`config.mk`:
```
export PLATFORM = sky130hd
export DESIGN_NAME = mem_port_arbiter
export DESIGN_NICKNAME = d
export VERILOG_FILES = /design/src/rtl/mem_arb_pkg.sv /design/src/rtl/mem_arb_grant.sv /design/src/rtl/mem_port_arbiter.sv
export SDC_FILE = /design/constraint.sdc
export NUM_CORES = 1
export LEC_CHECK = 0
export CORE_ASPECT_RATIO = 2
export CORE_UTILIZATION = 40
export CTS_BUF_LIST = sky130_fd_sc_hd__clkbuf_8
export CTS_CLUSTER_DIAMETER = 100
export CTS_CLUSTER_SIZE = 25
export DETAILED_ROUTE_END_ITERATION = 8
export GPL_ROUTABILITY_DRIVEN = 0
export HOLD_SLACK_MARGIN = 0.08
export PLACE_DENSITY = 0.95
export SYNTH_ARGS = -nofsm -noshare
export SYNTH_HDL_FRONTEND = slang
export SYNTH_HIERARCHICAL = 1
export SYNTH_SLANG_ARGS = --single-unit
export TNS_END_PERCENT = 20
```
`constraint.sdc`:
```
create_clock -name clk -period 3.3 [get_ports clk]
set_input_delay 0.66 -clock clk [delete_from_list [all_inputs] [get_ports clk]]
set_output_delay 0.66 -clock clk [all_outputs]
set_load 0.1 [all_outputs]
```
`src/rtl/mem_arb_pkg.sv`:
```
// Shared types and constants for the unified-memory port arbiter.
package mem_arb_pkg;

  localparam int unsigned DefaultAw = 32;
  localparam int unsigned DefaultDw = 32;

  localparam logic OWNER_CPU = 1'b0;
  localparam logic OWNER_LDR = 1'b1;

  typedef enum logic [1:0] {
    StIdle,
    StAccess,
    StDone
  } state_e;

endpackage

```
`src/rtl/mem_arb_grant.sv`:
```
// Tie-break between the CPU and loader requests.
// ARB_RR_EN selects round-robin on ties; otherwise the CPU always wins.
module mem_arb_grant
  import mem_arb_pkg::*;
(
  input  logic cpu_req,
  input  logic ldr_req,
  input  logic owner,
  output logic grant,
  output logic grant_valid
);

`ifndef ARB_RR_EN
  // Owner only matters for round-robin; it is tracked elsewhere for debug.
  logic unused_owner;
  assign unused_owner = owner;
`endif

  always_comb begin
    grant_valid = cpu_req | ldr_req;
    grant       = OWNER_CPU;
    if (cpu_req && ldr_req) begin
`ifdef ARB_RR_EN
      grant = ~owner;
`else
      grant = OWNER_CPU;
`endif
    end else if (ldr_req) begin
      grant = OWNER_LDR;
    end
  end

endmodule

```
`src/rtl/mem_port_arbiter.sv`:
```
// Shares one instruction/data memory between the CPU and the loader port.
// Each access waits MEM_LAT cycles, then acks the grantee for one cycle (ARB_RR_EN: round-robin).
module mem_port_arbiter
  import mem_arb_pkg::*;
#(
  parameter int unsigned AW      = DefaultAw,
  parameter int unsigned DW      = DefaultDw,
  parameter int unsigned MEM_LAT = 2
) (
  input  logic          clk,
  input  logic          rst,
  input  logic          cpu_req,
  input  logic          cpu_we,
  input  logic [AW-1:0] cpu_addr,
  input  logic [DW-1:0] cpu_wdata,
  output logic          cpu_ack,
  input  logic          ldr_req,
  input  logic          ldr_we,
  input  logic [AW-1:0] ldr_addr,
  input  logic [DW-1:0] ldr_wdata,
  output logic          ldr_ack,
  output logic [DW-1:0] rdata,
  output logic          mem_rd,
  output logic          mem_wr,
  output logic [AW-1:0] mem_addr,
  output logic [DW-1:0] mem_wdata,
  input  logic [DW-1:0] mem_rdata,
  output logic          busy,
  output logic          owner
);

  localparam logic [3:0] LatInit = 4'(MEM_LAT - 1);

  state_e        state_q;
  logic [3:0]    cnt_q;
  logic          we_q;
  logic [AW-1:0] addr_q;
  logic [DW-1:0] wdata_q;
  logic [DW-1:0] rdata_q;
  logic          cpu_ack_q, ldr_ack_q, mem_rd_q, mem_wr_q, owner_q;

  logic          grant, grant_valid;
  logic          sel_we;
  logic [AW-1:0] sel_addr;
  logic [DW-1:0] sel_wdata;

  mem_arb_grant u_grant (
    .cpu_req     (cpu_req),
    .ldr_req     (ldr_req),
    .owner       (owner_q),
    .grant       (grant),
    .grant_valid (grant_valid)
  );

  always_comb begin
    sel_we    = (grant == OWNER_LDR) ? ldr_we    : cpu_we;
    sel_addr  = (grant == OWNER_LDR) ? ldr_addr  : cpu_addr;
    sel_wdata = (grant == OWNER_LDR) ? ldr_wdata : cpu_wdata;
  end

  always_ff @(posedge clk) begin
    if (rst) begin
      state_q   <= StIdle;
      cnt_q     <= '0;
      we_q      <= 1'b0;
      addr_q    <= '0;
      wdata_q   <= '0;
      rdata_q   <= '0;
      cpu_ack_q <= 1'b0;
      ldr_ack_q <= 1'b0;
      mem_rd_q  <= 1'b0;
      mem_wr_q  <= 1'b0;
      owner_q   <= OWNER_LDR;
    end else begin
      cpu_ack_q <= 1'b0;
      ldr_ack_q <= 1'b0;
      unique case (state_q)
        StIdle: begin
          if (grant_valid) begin
            owner_q  <= grant;
            we_q     <= sel_we;
            addr_q   <= sel_addr;
            wdata_q  <= sel_wdata;
            mem_rd_q <= ~sel_we;
            mem_wr_q <= sel_we;
            cnt_q    <= LatInit;
            state_q  <= StAccess;
          end
        end
        StAccess: begin
          if (cnt_q != 4'd0) begin
            cnt_q <= cnt_q - 4'd1;
          end else begin
            if (!we_q) rdata_q <= mem_rdata;
            mem_rd_q  <= 1'b0;
            mem_wr_q  <= 1'b0;
            cpu_ack_q <= (owner_q == OWNER_CPU);
            ldr_ack_q <= (owner_q == OWNER_LDR);
            state_q   <= StDone;
          end
        end
        StDone:  state_q <= StIdle;
        default: state_q <= StIdle;
      endcase
    end
  end

  assign cpu_ack   = cpu_ack_q;
  assign ldr_ack   = ldr_ack_q;
  assign rdata     = rdata_q;
  assign mem_rd    = mem_rd_q;
  assign mem_wr    = mem_wr_q;
  assign mem_addr  = addr_q;
  assign mem_wdata = wdata_q;
  assign owner     = owner_q;
  assign busy      = (state_q != StIdle);

endmodule

```
==> results.env, run 1 <==
YOSYSSEQAREASHARE_PCT=46.2
HOLD_END='rdata[10]'
WL_PER_CELL_UM=16.4
NUMBER_OF_FLOPS_MAPPED_TO_ENABLE_CELLS_BY_YOSYS=0
CTS_HOLD_BUFFERS=0
MIN_PATH_TYPE='reg2reg'
WORSTREG2REGSTART='state_q[0]'
WORST_PATH_DOMINANT_CELL_FAMILY='buffers and inverters'
TOTAL_NEGATIVE_SLACK_FOR_SETUP_CHECKS_PS=0
PLACEMENT.SETUP.WORST_SLACK_PS=770
FRACTION_OF_FINAL_LAYOUT_CELLS_WITH_DRIVE_STRENGTH_GREATER_THAN_1_PCT=17.9
SYNTH_COMMON_CELLS='108 x dfxtp_1, 65 x a211oi_1, 65 x mux2i_1, 65 x nor2_1, 35 x a21oi_1'
RRSETUPSLACK_PS=1450
TOTAL_NUMBER_OF_YOSYS_WARNINGS=6
WORSTREG2REGEND='rdata[28]'
DETAIL_ROUTE.DRC_VIOLATIONS=0
PLACE.PORT_BUFFERS=267
CLKSLEWWORSTSETUPHOLDPATHS_PS=100
CELL_AT_THE_SLOWEST_STAGE_OF_THE_CRITICAL_PATH='clkdlybuf4s50_1'
RELATIVE_SLEW_SLACK_PCT=27.2
REQUIRED_PS=3570
CRITPATHBUFINV=2
FIN_CRIT_SH_PCT=66.5
RUN_STATUS='finished, final reports clean'
SYNTHTOPCELLSBYAREA='dfxtp_1 46%, mux2i_1 14%, a211oi_1 10%'
TOTAL_LEAKAGE_POWER_uW=0.00290
VIA_COUNT=4707
WORST_SLEW_PIN_SLEW_PS=1090
CLOCK_TREE.BUFFER_DEPTH=2
SYN_AREA_PER_CELL_UM2=9.48
AREA.GROWTH.SYNTH_TO_FINAL_PCT=56.8
MIN_DELAY_PATH_DEPTH=2
STDCELL_AREA_MM2=0.00734
DETAILEDROUTE.FIRSTPASSITERATIONCOUNT=5
WORSTSETUPENDPOINTTYPE='register'
SLOWEST_DELAY_PS=520
SYNTHDOMINANTAREACELLTYPE='dfxtp_1'
FP.DIEAREA_MM2=0.0122
CLOCK-SINKS=108
GRT_PASS1_WL_UM=22300
FINALHOLDVIOLCOUNT=0
GRT_PASS1_VIAS=4680
MAXSLEWVIOLCOUNT=0
GRT_SETUP_UNREPAIRED='false'
CLOCKROOTBUFFER='clkbuf_8'
MAX_CAP_VIOLATIONS=0
FP-ROW-COUNT=55
PLACED_CELLS=858
TIMING.FINAL.CRIT_PERIOD_PS=2190
WORSTREGTOREGCELLS=3
MOST_NUMEROUS_CELL_IN_THE_YOSYS_NETLIST='dfxtp_1'
FLOORPLAN.INITIALDENSITY_PCT=41.2
DIE_WIDTH_UM=78.5
START_KIND='input port'
TIMING.HOLD.WORST.START='rdata[10]'
AVGVIACOUNTPERCELL=5.39
POWERDENSITY_mW_PER_MM2=785
FLOORPLAN.DIE.HEIGHT_UM=155
GRT.TOTAL_USAGE_PCT=23.3
CTS_TREE='built'
REMAINING_OVERFLOW_GRT=0
CTS-HTREE-LEVELS=3
INITIALDRTVIOLATIONCOUNT=214
CTS-BUFFERS-INSERTED=9
FINAL_ANTENNA_DIODE_COUNT=0
CTS_REPAIR_RESIZE_COUNT=0
YOSYS_REGISTER_BITS=108
GRT_MAX_DEGREE=135
YS.FLOP_TYPE='dfxtp_1'
POSTSYNTHCELLCOUNT=494
FINAL_ANTENNA_NET_COUNT=0
CRITICAL_PATH_PEAK_FANOUT=134
SETUP_WS_PS=1110
FIN_SKEW_PS=11.2
NETLIST.AREA_LEADER.SHARE_PCT=46.2
FLOORPLAN.IO_PINS=268
ARRIVAL_PS=2460
FP.COREAREA_MM2=0.0114
NETS=895
DPL_CELL_AREA_MM2=0.00714
CLOCK_LATENCY_PS=360
TIMING.FMAX_GHz=0.456
LAYOUTNONFILLERINSTCOUNT=874
TOTAL_DESIGN_POWER_uW=5760
SYNTHARSTFLOPSHARE_PCT=0
WORSTPATHCELLLIST='clkdlybuf4s50_1, or2_1, nor3b_2, buf_12, nor2_1, a211oi_1'
INITIAL_ANTENNA_VIOLATION_COUNT=0
SYNTH.DISTINCT_CELLS=33
FINALWIRELENGTH_UM=14300
SYN_NETS=662
WORSTSETUPPATHTYPE='in2reg'
PLACE.DETAILED.HPWL_UM=10900
CTS.REPAIR_TIMING.SETUP_BUFFER_COUNT=0
POST_SYNTH_INSTANCE_AREA_MM2=0.00468
FINAL-SETUP-VIOL-COUNT=0
VDD.IR_DROP.WORST_V=0.000423
-- power breakdown --
| part | leakage (uW) | internal, uW | switching [uW] |
|---|---|---|---|
| combinational | 0.00190 | 796 | 2450 |
| sequential | 0.000891 | 1550 | 153 |
| clock | 0.000110 | 374 | 432 |
-- layout make-up --
type / instances / area (um^2)
fill: 910 / 4020
clock inverter: 6 / 63.8
tap: 142 / 178
multi-input combinational: 331 / 2290
sequential: 108 / 2160
inverter: 3 / 11.3
timing repair buffer: 274 / 2490
clock buffer: 10 / 138
-- tightest hold or removal path, delay by kind of cell, from the launching register on --
kind           cells  cell delay (ps)
AO/OA/AOI/OAI      2              120
flip-flops         1              320
-- sequential cells by signal, indices dropped and copies added, names as in the netlist --
signal / flops
cpu_ack: 1
state_q: 2
mem_addr: 32
mem_rd: 1
we_q: 1
owner: 1
ldr_ack: 1
cnt_q: 4
mem_wr: 1
rdata: 32
mem_wdata: 32
-- logic make-up (layout without fill, tap and decap cells) --
| group | after synthesis | in the layout | synth area share (%) |
|---|---|---|---|
| fa+ha+maj | 2 | 2 | 0.535 |
| simple gates | 123 | 123 | 14.8 |
| buf+inv | 55 | 293 | 5.24 |
| flops | 108 | 108 | 46.2 |
| compound gates | 140 | 140 | 19.1 |
| mux | 66 | 66 | 14.1 |
-- worst max path at each step --
| stage | startpoint | endpoint | slack [ps] | cells after the start |
|---|---|---|---|---|
| global placement | cpu_req | cnt_q[0] | 870 | 6 |
| detailed placement | cpu_req | cnt_q[0] | 770 | 6 |
| floorplan | ldr_req | mem_wdata[18] | 1570 | 7 |
| finish | cpu_req | mem_addr[16] | 1110 | 6 |
| CTS | cpu_req | cnt_q[0] | 1140 | 6 |
| global route | cpu_req | mem_addr[27] | 970 | 6 |
-- cells in the final DEF, fill, tap and decap left out, drive strengths merged, types with 7 or more instances in the layout --
master,count
clkbuf,10
buf,110
a211oi,66
a21oi,35
inv,7
mux2i,65
nor2,65
o21ai,32
nand4b,32
clkdlybuf4s50,164
dfxtp,108
-- routing by layer --
metal  up-vias  wire (um)  share of wire (%)  global-route usage, %
li1       2283          -                  -                      -
met4         0        464                3.2                   10.2
met1      2194       5080                 35                   23.4
met3        32        656                4.6                   3.52
met5         -          0                  0                      0
met2       198       8140                 57                   45.9
-- through the flow --
stage	util [%]	hold slack [ps]
global placement	62.9	462
global route	64.6	516
floorplan	-	471
CTS	64.6	486
detailed placement	62.9	472
finish	64.6	486
Note: power is estimated with default switching activity, not from simulation.
==> inputs of run 2 (changes only) <==
Settings changed: CORE_UTILIZATION 40 to 36, PLACE_DENSITY 0.95 to 0.91.
Clock period 3.3 ns to 2 ns, I/O delays scaled along.
==> run 2 against run 1 <==
Net effect:
- clock-buffer cell count is 1 higher
- register-to-register slack worse by 1200 ps
- sequential share of layout area is 1.3 points lower
- hold slack worse by 17 ps
- critical path depth is 1 higher
- first-iteration DRC count is 49% lower
- sequential power is 65% higher
- combinational power is 75% higher
- die area is 11% higher
- clock power is 56% higher
==> results.env, run 2 (synthesis results as in run 1) <==
AVGVIACOUNTPERCELL=5.22  # -3.2%
CTS-HTREE-LEVELS=3  # unchanged
FINALHOLDVIOLCOUNT=0  # unchanged
MAX_CAP_VIOLATIONS=0  # unchanged
WL_PER_CELL_UM=16.3  # -0.67%
PLACE.DETAILED.HPWL_UM=11500  # +5.9%
FINALWIRELENGTH_UM=14800  # +3.3%
VIA_COUNT=4741  # +0.72%
INTPOWER_uW=4660  # +71%
FINAL_ANTENNA_DIODE_COUNT=0  # unchanged
MIN_DELAY_PATH_DEPTH=2  # unchanged
FLOORPLAN.IO_PINS=268  # unchanged
START_KIND='input port'
POWER.SWITCHING_uW=5090  # +67%
AREA.GROWTH.SYNTH_TO_FINAL_PCT=64.0
TIMING.FMAX_GHz=0.541
GRT_MAX_DEGREE=53  # -61%
GRT.MET3_USAGE_PCT=4.80  # +1.3 points
RUN_STATUS='finished, final reports clean'
MOST-COMMON-LAYOUT-CELLS='164 x clkdlybuf4s50_1, 124 x buf_4, 108 x dfxtp_1'
WORSTPATHCELLLIST='clkdlybuf4s50_1, or2_1, nor3b_2, buf_12, buf_12, nor2_1, a211oi_1'
FIN_SKEW_PS=11.7  # +0.510 ps
COMBPWRFRAC_PCT=58.2  # +1.8 points
CRITICAL_PATH_PEAK_FANOUT=19  # -86%
TIMING.HOLD.WORST.START='rst'
WORSTREGTOREGCELLS=6  # +3
FINAL_ANTENNA_NET_COUNT=0  # unchanged
INITIALDRTVIOLATIONCOUNT=110  # -49%
GRT_PASS1_WL_UM=22400  # +0.25%
NETS=922  # +3.0%
GRT_SETUP_UNREPAIRED='false'
TIMING.FINAL.CRIT_PERIOD_PS=1850
FLOORPLAN.INITIALDENSITY_PCT=37.1  # -4.2 points
LAYOUT.CELLS.MOST_COMMON='clkdlybuf4s50_1'
INITIAL_ANTENNA_VIOLATION_COUNT=0  # unchanged
POWERDENSITY_mW_PER_MM2=1270  # +62%
FINAL-SETUP-VIOL-COUNT=0  # unchanged
FRACTION_OF_FINAL_LAYOUT_CELLS_WITH_DRIVE_STRENGTH_GREATER_THAN_1_PCT=20.9  # +3.1 points
PWR-SHARE-SEQ_PCT=28.9  # -0.7 points
FP.DIEAREA_MM2=0.0135  # +11%
CLOCK-SINKS=108  # unchanged
REMAINING_OVERFLOW_GRT=0  # unchanged
REQUIRED_PS=2260  # -1310 ps
CRITICAL_PATH.MOST_COMMON_CELL='buf_12'
CTS.REPAIR_TIMING.SETUP_BUFFER_COUNT=0  # unchanged
CELL_AT_THE_SLOWEST_STAGE_OF_THE_CRITICAL_PATH='clkdlybuf4s50_1'
CLOCK_TREE.BUFFER_DEPTH=2  # unchanged
DIE_WIDTH_UM=82.6  # +5.3%
FP-ROW-COUNT=58  # +5.5%
CTS-BUFFERS-INSERTED=9  # unchanged
WORSTSETUPPATHTYPE='in2reg'
SEQUENTIAL_CELL_AREA_MM2=0.00216  # unchanged
PLACE.PORT_BUFFERS=267  # unchanged
CTS_REPAIR_RESIZE_COUNT=0  # unchanged
GRT.TOTAL_USAGE_PCT=22.1  # -1.3 points
CLOCK_LATENCY_PS=360  # about the same
FP.COREAREA_MM2=0.0126  # +11%
FIN_CRIT_SH_PCT=92.4
RELATIVE_SLEW_SLACK_PCT=62.5  # +35 points
FILLER_CELL_COUNT=1034  # +14%
SW_FRAC_OF_TOTAL_PCT=52.2  # -0.58 points
CLOCKROOTBUFFER='clkbuf_8'
FLOORPLAN.DIE.HEIGHT_UM=163  # +5.3%
FINALCOREUTILIZATION_PCT=60.8  # -3.8 points
MET1_USAGE_PCT=20.9  # -2.5 points
CTS_HOLD_BUFFERS=0  # unchanged
ARRIVAL_PS=2110  # -350 ps
MAXSLEWVIOLCOUNT=0  # unchanged
HOLD_END='cnt_q[1]'
TOTAL_NEGATIVE_SLACK_FOR_SETUP_CHECKS_PS=0  # unchanged
DETAILEDROUTE.FIRSTPASSITERATIONCOUNT=4  # -1
WORST_SLEW_PIN_SLEW_PS=556  # -536 ps
WORSTREG2REGEND='mem_rd'
TOTAL_LEAKAGE_POWER_uW=0.00306  # +5.7%
DETAIL_ROUTE.DRC_VIOLATIONS=0  # unchanged
RRSETUPSLACK_PS=270  # -1180 ps
GRT_PASS1_VIAS=4610  # -1.5%
CLOCKPOWERSHARE_PCT=12.9  # -1.1 points
WORSTSETUPENDPOINTTYPE='register'
VDD.IR_DROP.WORST_V=0.000841  # +99%
MIN_PATH_TYPE='in2reg'
WORSTREG2REGSTART='cnt_q[0]'
CLKSLEWWORSTSETUPHOLDPATHS_PS=90  # about the same
MULTI_INPUT_AREA_MM2=0.00229  # unchanged
BUSIEST_LAYER='met2'
SLOWEST_DELAY_PS=540  # +20 ps
CTS_TREE='built'
GROUTE.LAYER.MET2.USAGE_PCT=42.6  # -3.3 points
==> run 2: cell count changes in the layout (fill, tap and decap cells not counted), sizes merged <==
cell and delta:
clkbuf +1, clkinvlp +2, inv -2, buf +27, bufinv -1
==> run 2: worst max-delay path by stage <==
stage                     startpoint      endpoint  slack, ps  cells after the start
final                        cpu_req  mem_wdata[4]        150                      7
after global routing         cpu_req  mem_addr[21]         70                      7
after CTS                    cpu_req  mem_wdata[4]        140                      7
after detailed placement     cpu_req  mem_wdata[4]       -200                      7
after global placement       cpu_req  mem_wdata[7]        -60                      7
after floorplan             cnt_q[0]      cnt_q[3]        460                      5
==> run 2: power by group through the flow <==
stage	logic [uW]	registers, uW	clock network (uW)
after floorplan	1410	5500	0
after global placement	5620	2840	0
after detailed placement	5690	2860	0
after CTS	5700	2820	1300
after global routing	5940	2870	1400
final	5680	2820	1260
==> run 2: critical path, delay by kind of cell <==
kind / cells / cell delay [ps]
AOI/OAI and AO/OA: 1 / 250
and+or+nand+nor: 3 / 510
buffers and inverters: 3 / 930
==> run 2: area by class of cell <==
cell class / count / area share, %
clock inverter: 5 / 0.473
clock buffer: 11 / 1.97
tap: 150 / 2.44
timing repair buffer: 301 / 36.9
multi-input combinational: 331 / 29.9
inverter: 3 / 0.147
sequential: 108 / 28.2
==> run 2: through the flow <==
stage | setup slack, ps | cells | power, uW | cell area (um^2) | hold WS [ps]
floorplan | 456 | 494 | 6910 | 4680 | 471
global placement | -63.5 | 893 | 8460 | 7490 | 462
detailed placement | -203 | 893 | 8550 | 7490 | 468
CTS | 137 | 909 | 9820 | 7680 | 440
global route | 65.8 | 909 | 10200 | 7680 | 472
finish | 151 | 909 | 9750 | 7680 | 469
==> run 2: layer usage <==
metal	wire [um]	vias up
met3	742	29
met5	0	-
li1	-	2327
met1	5190	2194
met2	8450	191
met4	436	0
